### config.mk
export PLATFORM = sky130hd
export DESIGN_NAME = cov_acc
export DESIGN_NICKNAME = d
export VERILOG_FILES = /design/src/rtl/cov_acc_pkg.sv /design/src/rtl/cov_acc_mac.sv /design/src/rtl/cov_acc.sv
export SDC_FILE = /design/constraint.sdc
export NUM_CORES = 2
export LEC_CHECK = 0
export BUFFER_PORTS_ARGS = -buffer_cell sky130_fd_sc_hd__buf_2
export CAP_MARGIN = 5
export CORE_MARGIN = 3
export CORE_UTILIZATION = 50
export CTS_CLUSTER_DIAMETER = 30
export DETAILED_ROUTE_END_ITERATION = 7
export PLACE_DENSITY_LB_ADDON = 0.1
export SETUP_SLACK_MARGIN = 0.4
export SYNTH_ARGS = -nofsm -noshare
export SYNTH_HDL_FRONTEND = slang
export SYNTH_SLANG_ARGS = --single-unit
### constraint.sdc
create_clock -name clk -period 9.3 [get_ports clk]
set_input_delay 0.93 -clock clk [delete_from_list [all_inputs] [get_ports clk]]
set_output_delay 0.93 -clock clk [all_outputs]
set_load 0.005 [all_outputs]
### src/rtl/cov_acc_pkg.sv
// Shared width helpers and output conversion for the cov_acc covariance estimator.
// COV_ACC_SATURATE_EN selects clamping of out-of-range means instead of MSB wrap.
package cov_acc_pkg;

    // Working width for the saturating compare; covers every legal accumulator width.
    localparam int SAT_W = 64;

    function automatic int prod_width(input int din_w);
        return 2 * din_w;
    endfunction

    function automatic int acc_width(input int din_w, input int len_log2);
        return 2 * din_w + len_log2;
    endfunction

    // Window average plus reduction from 2*DIN_POINT to DOUT_POINT fractional bits.
    function automatic int mean_shift(input int din_point, input int len_log2, input int dout_point);
        return len_log2 + 2 * din_point - dout_point;
    endfunction

`ifdef COV_ACC_SATURATE_EN
    function automatic logic signed [SAT_W-1:0] sat_trunc(
        input  logic signed [SAT_W-1:0] v,
        input  int                      w,
        input  bit                      sgn,
        output logic                    clip
    );
        logic signed [SAT_W-1:0] hi;
        logic signed [SAT_W-1:0] lo;
        if (sgn) begin
            hi = (64'sd1 <<< (w - 1)) - 64'sd1;
            lo = -(64'sd1 <<< (w - 1));
        end else begin
            hi = (64'sd1 <<< w) - 64'sd1;
            lo = '0;
        end
        clip = 1'b0;
        sat_trunc = v;
        if (v > hi) begin
            sat_trunc = hi;
            clip = 1'b1;
        end else if (v < lo) begin
            sat_trunc = lo;
            clip = 1'b1;
        end
    endfunction
`endif

endpackage

### src/rtl/cov_acc_mac.sv
// One multiply-accumulate lane of cov_acc: product, window accumulator, output conversion.
// Honors COV_ACC_SATURATE_EN (clamp and flag) versus plain MSB wrap.
module cov_mac
    import cov_acc_pkg::*;
#(
    parameter int DIN_WIDTH    = 16,
    parameter int DIN_POINT    = 15,
    parameter int ACC_LEN_LOG2 = 10,
    parameter int DOUT_WIDTH   = 16,
    parameter int DOUT_POINT   = 15,
    parameter bit SIGNED_OUT   = 1'b1
) (
    input  logic                  clk,
    input  logic                  rst_n,
    input  logic [DIN_WIDTH-1:0]  a,
    input  logic [DIN_WIDTH-1:0]  b,
    input  logic                  vld_p1,
    input  logic                  first_p1,
    input  logic                  dump_p2,
    output logic [DOUT_WIDTH-1:0] dout,
    output logic                  clip
);
    localparam int PROD_W = prod_width(DIN_WIDTH);
    localparam int ACC_W  = acc_width(DIN_WIDTH, ACC_LEN_LOG2);
    localparam int SHIFT  = mean_shift(DIN_POINT, ACC_LEN_LOG2, DOUT_POINT);

    logic signed [DIN_WIDTH-1:0]  a_s;
    logic signed [DIN_WIDTH-1:0]  b_s;
    logic signed [PROD_W-1:0]     prod_p1;
    logic signed [ACC_W-1:0]      prod_ext;
    logic signed [ACC_W-1:0]      acc_p2;
    logic signed [ACC_W-1:0]      mean;
    logic [DOUT_WIDTH-1:0]        conv;
    logic                         unused_bits;

    assign a_s = a;
    assign b_s = b;

    // S2: full-precision product
    always_ff @(posedge clk) begin
        prod_p1 <= a_s * b_s;
    end

    assign prod_ext = ACC_W'(prod_p1);

    // S3: a first-tagged product restarts the sum, discarding any stale partial window
    always_ff @(posedge clk) begin
        if (vld_p1) begin
            acc_p2 <= first_p1 ? prod_ext : acc_p2 + prod_ext;
        end
    end

    always_comb begin
        if (SIGNED_OUT) mean = acc_p2 >>> SHIFT;
        else            mean = acc_p2 >> SHIFT;
    end

`ifdef COV_ACC_SATURATE_EN
    logic signed [SAT_W-1:0] clamped;
    always_comb begin
        clip    = 1'b0;
        clamped = sat_trunc(SAT_W'(mean), DOUT_WIDTH, SIGNED_OUT, clip);
        conv    = clamped[DOUT_WIDTH-1:0];
    end
    assign unused_bits = ^clamped[SAT_W-1:DOUT_WIDTH];
`else
    assign conv        = mean[DOUT_WIDTH-1:0];
    assign clip        = 1'b0;
    assign unused_bits = ^mean[ACC_W-1:DOUT_WIDTH];
`endif

    // S4: result register, updated only when a window completes
    always_ff @(posedge clk or negedge rst_n) begin
        if (!rst_n) begin
            dout <= '0;
        end else if (dump_p2) begin
            dout <= conv;
        end
    end

endmodule

### src/rtl/cov_acc.sv
// Streaming 2x2 covariance estimator: windowed means of x*x, y*y and x*y.
// COV_ACC_SATURATE_EN enables output clamping and the ovf flag.
module cov_acc
    import cov_acc_pkg::*;
#(
    parameter int DIN_WIDTH    = 16,
    parameter int DIN_POINT    = 15,
    parameter int ACC_LEN_LOG2 = 10,
    parameter int DOUT_WIDTH   = 16,
    parameter int DOUT_POINT   = 15
) (
    input  logic                  clk,
    input  logic                  rst_n,
    input  logic                  ce,
    input  logic [DIN_WIDTH-1:0]  din_x,
    input  logic [DIN_WIDTH-1:0]  din_y,
    input  logic                  din_valid,
    input  logic                  sync,
    output logic [DOUT_WIDTH-1:0] r11,
    output logic [DOUT_WIDTH-1:0] r22,
    output logic [DOUT_WIDTH-1:0] r12,
    output logic                  dout_valid,
    output logic                  ovf
);
    logic [ACC_LEN_LOG2-1:0] cnt;
    logic [ACC_LEN_LOG2-1:0] cnt_cur;
    logic                    accept;
    logic                    restart;
    logic                    first;
    logic                    last;

    logic [DIN_WIDTH-1:0]    x_p0;
    logic [DIN_WIDTH-1:0]    y_p0;
    logic                    vld_p0, first_p0, last_p0;
    logic                    vld_p1, first_p1, last_p1;
    logic                    dump_p2;
    logic                    clip11, clip22, clip12;

    always_comb begin
        accept  = din_valid & ce;
        restart = sync & ce;
        cnt_cur = restart ? '0 : cnt;
        first   = (cnt_cur == '0);
        last    = &cnt_cur;
    end

    // The counter width equals log2(N), so the increment wraps N-1 -> 0 naturally.
    always_ff @(posedge clk or negedge rst_n) begin
        if (!rst_n) begin
            cnt <= '0;
        end else if (accept) begin
            cnt <= cnt_cur + 1'b1;
        end else if (restart) begin
            cnt <= '0;
        end
    end

    // S1: input register
    always_ff @(posedge clk) begin
        x_p0 <= din_x;
        y_p0 <= din_y;
    end

    // S1..S4 control pipeline; in-flight samples of an aborted window are
    // absorbed by the next first-tagged load and never reach a dump.
    always_ff @(posedge clk or negedge rst_n) begin
        if (!rst_n) begin
            vld_p0     <= 1'b0;
            first_p0   <= 1'b0;
            last_p0    <= 1'b0;
            vld_p1     <= 1'b0;
            first_p1   <= 1'b0;
            last_p1    <= 1'b0;
            dump_p2    <= 1'b0;
            dout_valid <= 1'b0;
            ovf        <= 1'b0;
        end else begin
            vld_p0     <= accept;
            first_p0   <= first;
            last_p0    <= last;
            vld_p1     <= vld_p0;
            first_p1   <= first_p0;
            last_p1    <= last_p0;
            dump_p2    <= vld_p1 & last_p1;
            dout_valid <= dump_p2;
            ovf        <= dump_p2 & (clip11 | clip22 | clip12);
        end
    end

    cov_mac #(
        .DIN_WIDTH(DIN_WIDTH), .DIN_POINT(DIN_POINT), .ACC_LEN_LOG2(ACC_LEN_LOG2),
        .DOUT_WIDTH(DOUT_WIDTH), .DOUT_POINT(DOUT_POINT), .SIGNED_OUT(1'b0)
    ) u_r11 (
        .clk(clk), .rst_n(rst_n), .a(x_p0), .b(x_p0), .vld_p1(vld_p1),
        .first_p1(first_p1), .dump_p2(dump_p2), .dout(r11), .clip(clip11)
    );

    cov_mac #(
        .DIN_WIDTH(DIN_WIDTH), .DIN_POINT(DIN_POINT), .ACC_LEN_LOG2(ACC_LEN_LOG2),
        .DOUT_WIDTH(DOUT_WIDTH), .DOUT_POINT(DOUT_POINT), .SIGNED_OUT(1'b0)
    ) u_r22 (
        .clk(clk), .rst_n(rst_n), .a(y_p0), .b(y_p0), .vld_p1(vld_p1),
        .first_p1(first_p1), .dump_p2(dump_p2), .dout(r22), .clip(clip22)
    );

    cov_mac #(
        .DIN_WIDTH(DIN_WIDTH), .DIN_POINT(DIN_POINT), .ACC_LEN_LOG2(ACC_LEN_LOG2),
        .DOUT_WIDTH(DOUT_WIDTH), .DOUT_POINT(DOUT_POINT), .SIGNED_OUT(1'b1)
    ) u_r12 (
        .clk(clk), .rst_n(rst_n), .a(x_p0), .b(y_p0), .vld_p1(vld_p1),
        .first_p1(first_p1), .dump_p2(dump_p2), .dout(r12), .clip(clip12)
    );

endmodule
### After elaboration in Yosys (flattened, before gate mapping)

Index checks and enable logic that the tools add are counted.

| word-level totals | value |
|---|---|
| bits in registers | 320 |
| input port bits | 37 |
| output and inout port bits | 50 |
| logic and storage cells | 37 |

| cells by class | value |
|---|---|
| add/sub/neg operators | 4 |
| multiply operators | 3 |
| mux-type cells | 5 |
| bitwise gates (word level) | 3 |
| reduce and logical (&&, ||, !) cells | 2 |

Operator list:

| cell | number |
|---|---|
| 42-bit by 32-bit adder with 42-bit output | 3 |
| 42-bit two-way mux | 3 |
| 16-bit by 16-bit multiplier with 32-bit output | 3 |
| 10-bit two-way mux | 2 |
| 10-bit by 1-bit adder with 10-bit output (second input constant) | 1 |
| 10-bit zero test | 1 |
| 10-bit AND reduction | 1 |
| 1-bit bitwise AND | 3 |

### Longest topological paths before layout

| depth | value |
|---|---|
| depth in word-level cells | 4 |
| depth in mapped cells | 26 |
| mapped depth without buffers | 25 |

### By module

From an unflattened synthesis, not the netlist that was laid out.

| second synthesis, totals | value |
|---|---|
| cells, all modules | 4886 |
| area total of the unflattened synthesis | 46219.3 sq um |

Modules (own cells, without submodules):

| module | times used | cells an instance | area each (sq um) | seq. area each (sq um) |
|---|---|---|---|---|
| cov_mac at u_r22 | 1 | 1615 | 15050.7 | 2272.2 |
| cov_mac at u_r11 | 1 | 1586 | 14863.0 | 2272.2 |
| cov_mac at u_r12 | 1 | 1580 | 14849.2 | 2272.2 |
| cov_acc | 1 | 105 | 1456.4 | 1116.1 |

### Worst setup path before layout

No wires, ideal clock.

| timing | value |
|---|---|
| kind | reg-to-reg |
| start | reg y_p0[9] |
| end | reg u_r12.prod_p1[30] |
| library setup time | 0.122 ns |
| data arrival time | 6.185 ns |
| required time | 9.178 ns |
| path slack | 2.993 ns |
| cell stages (with the launch flop) | 24 |
| buffers on the path | 2 |
| period minus slack after synthesis | 6.307 ns |
| cell sequence | dfxtp_1 -> clkbuf_1 -> clkbuf_1 -> nand2_1 -> fa_1 -> inv_1 -> fa_1 -> inv_1 -> fa_1 -> inv_1 -> fa_1 -> fa_1 -> inv_1 -> fa_1 -> inv_1 -> ha_1 -> nand2_1 -> or3_1 -> o32a_1 -> and4b_1 -> o21ai_0 -> a21oi_1 -> nor4_1 -> a311o_1 |

| on the way | value |
|---|---|
| word-level cells in the longest chain between the ends | 1 |

Ends and longest elaborated chain:

| item | line | RTL |
|---|---|---|
| start, declared | cov_acc.sv:33 | `logic [DIN_WIDTH-1:0] y_p0;` |
| start signal, assigned | cov_acc.sv:61 | `y_p0 <= din_y;` |
| 16-bit by 16-bit multiplier with 32-bit output | cov_acc_mac.sv:41 | `prod_p1 <= a_s * b_s;` |
| end signal, assigned | cov_acc_mac.sv:41 |  |
| end, declared | cov_acc_mac.sv:29 | `logic signed [PROD_W-1:0] prod_p1;` |

No other way between the ends.
A chain may end at the register's enable or synchronous reset.

### Worst setup path after layout

| timing | value |
|---|---|
| start | reg y_p0[3] |
| end | reg u_r22.prod_p1[31] |

| on the way | value |
|---|---|
| word-level cells in the longest chain between the ends | 1 |

Ends and longest elaborated chain:

| item | line |
|---|---|
| 16-bit by 16-bit multiplier with 32-bit output | cov_acc_mac.sv:41 |
| end signal, assigned | cov_acc_mac.sv:41 |
| end, declared | cov_acc_mac.sv:29 |

No other way between the ends.

==> impl_metrics.csv <==
group,metric,value,unit
cts,cts-root-buf,"clkbuf_16",
yosys,ys_seq_elements,315,
yosys,syn-cell-area,43700,um2
global_routing,first_global_vias,32900,
global_routing,grt.total_usage,0.235,
detailed_routing,wl_met1,46000,um
layout,final_common_cell,"inv_1",
cts,clock-sinks,315,
yosys,seq_area_frac_synth,0.180,
floorplan,fp.dieH,302,um
detailed_routing,routed.top_layer,"met4",
layout,final_nets,5823,
cts,hold_buffers,0,
yosys,avgSynthCellArea,9.49,um2
detailed_routing,wl,101000,um
yosys,synth.distinct_cells,82,
min_path,holdCritPathClass,"reg -> reg",
cts,cts_buffers,89,
critical_path,crit_type,"reg -> reg",
global_routing,antenna_found_initial,2,
critical_path,startpoint_type,"flop",
timing,tightest_slew,1010,ps
critical_path,crit_chain,"buf_4, clkinv_1, nor2_1, fa_1, fa_1, fa_1, fa_1, fa_1, inv_1, fa_1, inv_1, ha_1, a21o_1, a21oi_1, o21ai_0, a21oi_1, a21oi_1, or3_1, a21oi_1, xnor2_1",
detailed_routing,drt_pass1_iterations,7,
place,io_buffer_count,85,
cts,post_cts_buffers,0,
cts,htreeDepth,3,
global_routing,grt_pass1_wl,170000,um
timing,slew_headroom,0.324,
critical_path,worstPathArrival,7660,ps
floorplan,rows,107,
layout,final_layout_size_suffix_gt1_frac,0.0807,
global_routing,grt_max_degree,103,
place,gp_congestion,0.840,
detailed_routing,final_antenna_net_count,0,
floorplan,io_pins,87,
timing,final.min_clock_period,7140,ps
cts,cts_tree,"done",
yosys,synth_nets,5760,
timing,rsz0062_at_grt,"no",
critical_path,cpMaxStageDelayCell,"fa_1",
job,maxCapViolCount,0,
floorplan,die-width,302,um
critical_path,crit_start,"y_p0[3]$_DFF_P_",
cts,clk_pin_slew,50,ps
floorplan,core,85900,um2
timing,report.final.hold_viol_count,0,
detailed_routing,num_vias,31000,
yosys,syn_inst,4607,
critical_path,cp_common_cell,"fa_1",
layout,area_growth,10.8,%
detailed_routing,met3_length,4680,um
floorplan,initial_utilization,0.509,
status,status,"complete, no violations",
cts,post_cts_resize_count,0,
cts,clock_latency,660,ps
detailed_routing,met2_length,48300,um
floorplan,die-area,91000,um2
critical_path,cp-end-kind,"flop",
timing,slew_viol_final,0,
critical_path,r2r-start,"y_p0[3]$_DFF_P_",
timing,fin_crit_sh,0.768,
critical_path,worstPathMaxFanout,28,
global_routing,overflow,0,
timing,finalSetupViolCount,0,
detailed_routing,vias_per_cell,5.26,
layout,layout_common_cells,"inv_1, fa_1, nand2_1",
cts,clk_path_buf_depth,3,
yosys,yosys_warnings,0,
critical_path,required,9810,ps
detailed_routing,drt-initial-drc-count,1714,
layout,n_fill_cell,7888,
critical_path,max_stage_delay,880,ps
yosys,yosys_most_used_dff,"dfxtp_1",
timing,setup_tns,0,ps
place,hpwl,79200,um
yosys,synth_edf_count,123,
timing,skew,35.7,ps
min_path,hp-start,"last_p0$_DFF_PN0_",
yosys,synthArstFlopShare,0.210,
detailed_routing,remaining_drc_errors,0,
detailed_routing,wl_per_cell,17.2,um
timing,max_freq,140,MHz
## kinds of logic after synthesis
logic type | synth area share
buffers and inverters | 0.0957
XOR/XNOR | 0.0455
adder cells (fa/ha/maj) | 0.445
other | 0.0000858
AO/OA/AOI/OAI | 0.103
AND/OR/NAND/NOR | 0.116
multiplexers | 0.0150
flip-flops | 0.180
## metal layers
layer | track usage | vias to the layer above
met5 | 0 | -
met4 | 0.0614 | 0
met3 | 0.0287 | 130
met2 | 0.392 | 619
met1 | 0.325 | 15500
li1 | - | 14700
## registers in the layout, indices dropped and copies added, names as in the netlist, 31 cells and up
name           flops
u_r11.acc_p2      41
u_r12.acc_p2      41
u_r22.acc_p2      41
u_r12.prod_p1     32
u_r11.prod_p1     31
u_r22.prod_p1     31
## per-stage QoR
step | instances | util | setup WS, ps | instance area (um2) | hold WS, ps
floorplan | 4607 | - | 2990 | 43700 | 331
global placement | 5723 | 0.527 | 2130 | 45300 | 334
detailed placement | 5723 | 0.527 | 2200 | 45300 | 336
CTS | 5888 | 0.564 | 2180 | 48400 | 331
global route | 5888 | 0.564 | 1750 | 48400 | 344
finish | 5890 | 0.564 | 2160 | 48400 | 348
## cell usage after synthesis (6+ instances only)
| library cell | n | area, um2 |
|---|---|---|
| mux2i_1 | 7 | 70.1 |
| nor2b_1 | 20 | 125 |
| fa_1 | 730 | 14600 |
| clkinv_1 | 7 | 26.3 |
| dfxtp_1 | 126 | 2520 |
| edfxtp_1 | 123 | 3690 |
| a31oi_1 | 20 | 125 |
| buf_1 | 7 | 26.3 |
| o21ai_0 | 190 | 951 |
| nor3_1 | 34 | 170 |
| dfrtp_1 | 66 | 1650 |
| xor2_1 | 70 | 613 |
| o211ai_1 | 15 | 113 |
| ha_1 | 386 | 4830 |
| o2111ai_1 | 8 | 70.1 |
| a211oi_1 | 14 | 105 |
| xnor2_1 | 157 | 1380 |
| nand2b_1 | 33 | 206 |
| nand4_1 | 24 | 150 |
| a311oi_1 | 6 | 52.6 |
| nand3_1 | 44 | 220 |
| and3_1 | 24 | 150 |
| inv_1 | 943 | 3540 |
| or2_2 | 14 | 87.6 |
| and2_1 | 195 | 1220 |
| mux2_2 | 52 | 586 |
| o21a_1 | 29 | 218 |
| nand2_1 | 445 | 1670 |
| a21o_1 | 95 | 713 |
| nor2_1 | 190 | 713 |
| clkbuf_1 | 146 | 548 |
| or3_1 | 14 | 87.6 |
| a21oi_1 | 193 | 966 |
| o21bai_1 | 36 | 270 |
| nor4_1 | 6 | 37.5 |
| a221oi_1 | 7 | 61.3 |
| o31ai_1 | 19 | 143 |
| a31o_2 | 13 | 114 |
| a21boi_0 | 10 | 75.1 |
## layout make-up
class / instances / area, um2 / share of cell area
Antenna cell: 2 / 5.00 / 0.000103
Clock buffer: 100 / 2320 / 0.0479
Clock inverter: 65 / 801 / 0.0165
Inverter: 953 / 3580 / 0.0738
Multi-Input combinational cell: 3180 / 31700 / 0.653
Sequential cell: 315 / 7880 / 0.163
Tap cell: 1144 / 1430 / 0.0295
Timing Repair Buffer: 131 / 773 / 0.0160
## path summary, 6_finish.rpt
| kind | end | slack [ps] | cells past startpoint |
|---|---|---|---|
| setup / recovery | u_r22.prod_p1[31]$_DFF_P_ | 2160 | 20 |
| hold / removal | last_p1$_DFF_PN0_ | 350 | 0 |
| setup reg to reg | u_r22.prod_p1[31]$_DFF_P_ | 2160 | 20 |
| hold reg to reg | last_p1$_DFF_PN0_ | 350 | 0 |
| max in group asynchronous | vld_p1$_DFF_PN0_ | 8160 | 1 |
| min in group asynchronous | u_r12.dout[12]$_DFFE_PN0P_ | 390 | 1 |
## critical path: cells and delay by family, from the launching register on
kind	cells	cell delay, ps
and+or+nand+nor	2	670
AOI/OAI and AO/OA	6	930
buffers and inverters	4	1060
adders and majority gates	7	3820
xor gates and xnor gates	1	240
DFF	1	300
Power is not shown: default switching activity piles up to over one toggle a cycle in this logic, so the estimate is an artifact.
